### src/rtl/gnr_attractor_ctrl.sv
// gnr_attractor_ctrl: sweeps a range of initial states through the GRN node
// array, finds each trajectory's attractor with tortoise/hare detection, then
// measures the attractor period. It streams one result per initial state
// through a valid/ready handshake.
module gnr_attractor_ctrl #(
  parameter int N_NODES   = 8,
  parameter int CNT_W     = 16,
  parameter int MAX_STEPS = 4096
) (
  input  logic               clk,
  input  logic               rst,
  input  logic               start,
  input  logic [N_NODES-1:0] init_base,
  input  logic [N_NODES:0]   init_count,
  input  logic [N_NODES-1:0] s0_vec,
  input  logic [N_NODES-1:0] s1_vec,
  output logic               reset_nos,
  output logic [N_NODES-1:0] init_state,
  output logic               start_s0,
  output logic               start_s1,
  output logic               res_valid,
  input  logic               res_ready,
  output logic [N_NODES-1:0] res_init,
  output logic [N_NODES-1:0] res_state,
  output logic [CNT_W-1:0]   res_steps,
  output logic [CNT_W-1:0]   res_period,
  output logic               res_timeout,
  output logic               busy,
  output logic               done
);

  typedef enum logic [2:0] {
    S_IDLE, S_LOAD, S_FIND, S_PERIOD, S_RESULT, S_DONE
  } state_t;

  localparam logic [CNT_W-1:0] K_MAX = CNT_W'(MAX_STEPS);
  localparam logic [CNT_W-1:0] P_MAX = '1;

  state_t             state_q, state_d;
  logic [N_NODES-1:0] cur_q, cur_d;
  logic [N_NODES:0]   remaining_q, remaining_d;
  logic [CNT_W-1:0]   k_q, k_d;
  logic [CNT_W-1:0]   p_q, p_d;
  logic               busy_q, busy_d;
  logic               done_q, done_d;
  logic [N_NODES-1:0] res_init_q, res_init_d;
  logic [N_NODES-1:0] res_state_q, res_state_d;
  logic [CNT_W-1:0]   res_steps_q, res_steps_d;
  logic [CNT_W-1:0]   res_period_q, res_period_d;
  logic               res_timeout_q, res_timeout_d;

  logic vec_eq;
  logic find_match;
  logic period_hit;

  assign vec_eq     = (s0_vec == s1_vec);
  // k=1 always compares equal (both copies took exactly one step), so need k>=2
  assign find_match = vec_eq && (k_q >= CNT_W'(2));
  assign period_hit = vec_eq && (p_q != '0);

  assign init_state  = cur_q;
  assign busy        = busy_q;
  assign done        = done_q;
  assign res_init    = res_init_q;
  assign res_state   = res_state_q;
  assign res_steps   = res_steps_q;
  assign res_period  = res_period_q;
  assign res_timeout = res_timeout_q;

  // Next-state, counter/result updates and strobe decode
  always_comb begin
    state_d       = state_q;
    cur_d         = cur_q;
    remaining_d   = remaining_q;
    k_d           = k_q;
    p_d           = p_q;
    busy_d        = busy_q;
    done_d        = 1'b0;
    res_init_d    = res_init_q;
    res_state_d   = res_state_q;
    res_steps_d   = res_steps_q;
    res_period_d  = res_period_q;
    res_timeout_d = res_timeout_q;
    reset_nos     = 1'b0;
    start_s0      = 1'b0;
    start_s1      = 1'b0;
    res_valid     = 1'b0;
    case (state_q)
      S_IDLE: begin
        if (start) begin
          cur_d       = init_base;
          remaining_d = init_count;
          busy_d      = 1'b1;
          state_d     = (init_count == '0) ? S_DONE : S_LOAD;
        end
      end
      S_LOAD: begin
        reset_nos     = 1'b1;
        k_d           = '0;
        p_d           = '0;
        res_init_d    = cur_q;
        res_timeout_d = 1'b0;
        state_d       = S_FIND;
      end
      S_FIND: begin
        if (find_match) begin
          res_steps_d = k_q;
          state_d     = S_PERIOD;
        end else if (k_q == K_MAX) begin
          res_steps_d   = k_q;
          res_state_d   = s0_vec;
          res_period_d  = '0;
          res_timeout_d = 1'b1;
          state_d       = S_RESULT;
        end else begin
          start_s0 = 1'b1;
          start_s1 = 1'b1;
          k_d      = k_q + 1'b1;
        end
      end
      S_PERIOD: begin
        // s0 stays frozen on the detected attractor point; only s1 walks
        if (period_hit) begin
          res_state_d   = s0_vec;
          res_period_d  = p_q;
          res_timeout_d = 1'b0;
          state_d       = S_RESULT;
        end else begin
          start_s1 = 1'b1;
          if (p_q == P_MAX) begin
            res_state_d   = s0_vec;
            res_period_d  = '0;
            res_timeout_d = 1'b1;
            state_d       = S_RESULT;
          end else begin
            p_d = p_q + 1'b1;
          end
        end
      end
      S_RESULT: begin
        res_valid = 1'b1;
        if (res_ready) begin
          cur_d       = cur_q + 1'b1;
          remaining_d = remaining_q - 1'b1;
          state_d     = (remaining_q > (N_NODES+1)'(1)) ? S_LOAD : S_DONE;
        end
      end
      S_DONE: begin
        done_d  = 1'b1;
        busy_d  = 1'b0;
        state_d = S_IDLE;
      end
      default: state_d = S_IDLE;
    endcase
  end

  // State and datapath registers with synchronous reset
  always_ff @(posedge clk) begin
    if (rst) begin
      state_q       <= S_IDLE;
      cur_q         <= '0;
      remaining_q   <= '0;
      k_q           <= '0;
      p_q           <= '0;
      busy_q        <= 1'b0;
      done_q        <= 1'b0;
      res_init_q    <= '0;
      res_state_q   <= '0;
      res_steps_q   <= '0;
      res_period_q  <= '0;
      res_timeout_q <= 1'b0;
    end else begin
      state_q       <= state_d;
      cur_q         <= cur_d;
      remaining_q   <= remaining_d;
      k_q           <= k_d;
      p_q           <= p_d;
      busy_q        <= busy_d;
      done_q        <= done_d;
      res_init_q    <= res_init_d;
      res_state_q   <= res_state_d;
      res_steps_q   <= res_steps_d;
      res_period_q  <= res_period_d;
      res_timeout_q <= res_timeout_d;
    end
  end

endmodule

### config.mk
export PLATFORM = sky130hd
export DESIGN_NAME = gnr_attractor_ctrl
export DESIGN_NICKNAME = d
export VERILOG_FILES = /design/src/rtl/gnr_attractor_ctrl.sv
export SDC_FILE = /design/constraint.sdc
export NUM_CORES = 1
export LEC_CHECK = 0
export ABC_AREA = 1
export BUFFER_PORTS_ARGS = -buffer_cell sky130_fd_sc_hd__buf_4
export CAP_MARGIN = 20
export CORE_UTILIZATION = 35
export DETAILED_ROUTE_END_ITERATION = 10
export SETUP_SLACK_MARGIN = 0.5
export SYNTH_ARGS = -nofsm -noshare
export SYNTH_HDL_FRONTEND = slang
export SYNTH_SLANG_ARGS = --single-unit
### constraint.sdc
create_clock -name clk -period 2.15 [get_ports clk]
set_input_delay 0.215 -clock clk [delete_from_list [all_inputs] [get_ports clk]]
set_output_delay 0.215 -clock clk [all_outputs]
set_load 0.01 [all_outputs]
==> reports/qor.csv <==
stage;metric;value;unit
sta;setup TNS;0;ns
critical_path;Reg2Reg Depth;10;
critical_path;CP required;2.35;ns
routing;metal2 WL;7.65;mm
synthesis;synth unique cells;35;
critical_path;Worst Setup Start Kind;register;
routing;top sig layer;met4;
cts;TritonCTS clock tree;done;
sta;setup violators final;0;
place;dpl hpwl;10.2;mm
routing;routed via count;5845;
critical_path;worst path bufs/invs;2;
synthesis;average size of a mapped cell;6.59;um2
grt;GRT Util Overall;18.9;%
cts;Post-CTS Hold Fix Bufs;0;
critical_path;Setup CP Type;register to register;
pwr;leakage;3.31;nW
critical_path;Critical Path Most Common Cell;nor2_1;
critical_path;Largest stage delay, worst path;0.35;ns
cts;CTS H-tree lvls;3;
place;port buffer count;99;
die;chip width;127;um
job;Max-Cap Viols;0;
sta;fmax;525;MHz
cells_and_area;# diodes;0;
synthesis;most common cell in the netlist;nand2_1;
synthesis;syn nets;868;
die;Die Ht;127;um
status;outcome;finished, violations left;
routing;met3 routed WL;930;um
synthesis;Area contributors post-synth;dfxtp_1 38%, nand2_1 14%, nor2_1 10%, a21oi_1 5.3%, nand3_1 4.9%;
critical_path;Critical Path End Type;register;
routing;Post-Route WL;16.9;mm
synthesis;Yosys top cell by area;dfxtp_1;
cells_and_area;Finished Layout Cells;1150;
sta;clock skew;0.0102;ns
sta;Final period util;88.7;%
place;dpl cells;1091;
critical_path;Worst path slowest cell;dfxtp_1;
critical_path;CP max FO;8;
critical_path;critical path data arrival time;2.11;ns
sta;RSZ-0062 raised after global routing;yes;
grt;global-route wire length before repair;24.6;mm
hold_path;worst hold path class;input port to register;
synthesis;Post-synth EDFFs;0;
die;die footprint;0.0160;mm2
routing;antenna viol nets, final;0;
routing;WL met1;8.02;mm
routing;DR iter-0 viols;393;
die;Rows;45;
critical_path;worst path cell trace;nor2_1 -> nand3_2 -> nor2_4 -> buf_4 -> a21oi_4 -> nor2_1 -> nand3_4 -> clkbuf_16 -> nand2_4 -> a21oi_1;
cells_and_area;Final #Nets;1004;
synthesis;Synth top cells by count;206 x nand2_1, 145 x nor2_1, 103 x dfxtp_1;
sta;final setup margin;0.244;ns
synthesis;YS warnings;0;
die;Ports;100;
hold_path;hold depth;3;
sta;relative slew slack;51.5;%
grt;largest net degree at the start of global routing;48;
synthesis;Post-synth ARST share;0;%
synthesis;post-synth top area share;38.0;%
synthesis;register area share after synthesis;38.0;%
cts;TritonCTS Buffers;9;
critical_path;Worst path top cell family by delay;simple AND/OR/NAND/NOR gates;
synthesis;Synth Register Bits;103;
synthesis;Post-Syn Area;0.00543;mm2
sta;Slew Viols, Final;0;
place;Placer Congestion;0.883;
critical_path;Levels on crit path;10;
die;Initial Util;35.8;%
sta;Slew @ Worst Pin;0.727;ns
cts;clock latency at the later pin of the worst-skew pair;0.35;ns
synthesis;Post-Syn Instances;823;
grt;GRT Residual Overflow;0;
routing;drt drc;2;
cts;Clock Root Buffer;clkbuf_16;
routing;routed length per instance;14.7;um
die;core region area;0.0151;mm2
pwr;peak supply drop;0.000486;V
cts;clock-pin slew on the worst setup and hold paths;0.07;ns
grt;antenna violations before repair;0;
routing;Vias/cell;5.08;
pwr;power per cell area;985;mW/mm2
sta;Final Hold Vio Count;0;
cts;Sink Count;103;
place;dpl ws;0.144;ns
cts;clock buffer depth;2;
routing;Pre-antenna DRT Iters;9;
cells_and_area;layout cell share with drive strength beyond 1;35.9;%
sta;final hold slack;0.0896;ns
synthesis;ys flop type;dfxtp_1;
status;failing checks;DRC;
cells_and_area;area grow syn2layout;46.7;%
grt;number of global-route vias before repair;4991;
sta;fin crit period;1.91;ns
## placed cells by master, fill, tap and decap left out, drive strengths merged
cell type	instances
nand2	212
buf	154
nor2	150
dfxtp	103
inv	67
a21oi	59
nand3	57
o21ai	54
xor2	18
nor3	16
clkbuf	14
nand4	13
a31oi	11
ha	8
xnor2	7
or2	3
clkinvlp	3
a311oi	3
clkinv	3
bufinv	2
nor3b	1
and2	1
o31ai	1
o21a	1
nor4	1
## registers in the layout, indices dropped and copies added, names as in the netlist
| register | cells |
|---|---|
| busy | 1 |
| done | 1 |
| init_state | 8 |
| k_q | 16 |
| p_q | 16 |
| remaining_q | 9 |
| res_init | 8 |
| res_period | 16 |
| res_state | 8 |
| res_steps | 16 |
| res_timeout | 1 |
| state_q | 3 |
## timing repair
item                                    CTS  global route
gates cloned                              3             6
resized for setup                        53           198
pin swaps                                13            46
hold endpoints to repair                  0             0
setup buffers                            13            23
endpoints found under the setup margin   89            96
## cells by family after synthesis
logic type	after synthesis	share of synthesized area, %
AO/OA/AOI/OAI	129	12.7
flip-flops	103	38.0
buffers and inverters	106	8.58
adder cells (fa/ha/maj)	8	1.84
XOR/XNOR	25	4.04
AND/OR/NAND/NOR	452	34.8
## through the flow
| stage | cell area, um2 | power, mW | util [%] |
|---|---|---|---|
| 3_5_place_dp | 6350 | 4.94 | 41.9 |
| 3_3_place_gp | 6350 | 4.93 | 41.9 |
| 5_1_grt | 7960 | 8.34 | 52.6 |
| 6_report | 7960 | 7.84 | 52.6 |
| 2_1_floorplan | 5430 | 4.13 | - |
| 4_1_cts | 6950 | 6.91 | 45.9 |
## worst register-to-register path, cell delays in order (launching register included)
cell       delay (ns)
dfxtp_1          0.35
nor2_1           0.13
nand3_2          0.13
nor2_4           0.17
buf_4            0.15
a21oi_4          0.07
nor2_1           0.22
nand3_4          0.19
clkbuf_16        0.24
nand2_4          0.06
a21oi_1          0.05
## worst paths after layout
check	startpoint	to	slack [ns]
worst min register to register	res_period[7]$_SDFFE_PP0P_	res_period[7]$_SDFFE_PP0P_	0.47
worst min-delay path	s0_vec[4]	res_state[4]$_SDFFE_PP0P_	0.09
worst max register to register	k_q[6]$_SDFFE_PP0P_	res_period[8]$_SDFFE_PP0P_	0.24
worst max-delay path	k_q[6]$_SDFFE_PP0P_	res_period[8]$_SDFFE_PP0P_	0.24
## power by group
group / total (mW) / switching [mW] / internal [mW]
logic: 3.65 / 2.17 / 1.48
clock network: 1.72 / 0.716 / 1.01
registers: 2.46 / 0.261 / 2.20
## layout make-up
cell class / count / area, um2
inverters: 71 / 299
clock buffers: 10 / 229
fillers: 1457 / 7190
well taps: 188 / 235
clock inverters: 4 / 72.6
multi-input cells: 616 / 3640
repair buffers: 158 / 1380
flip-flops and latches: 103 / 2110
## routing by layer
layer  global-route usage [%]  up-vias
met4                     5.60        0
li1                         -     2933
met3                     3.50       24
met1                     27.2     2710
met2                     28.6      178
met5                        0        -
Note: power is estimated with default switching activity, not from simulation.
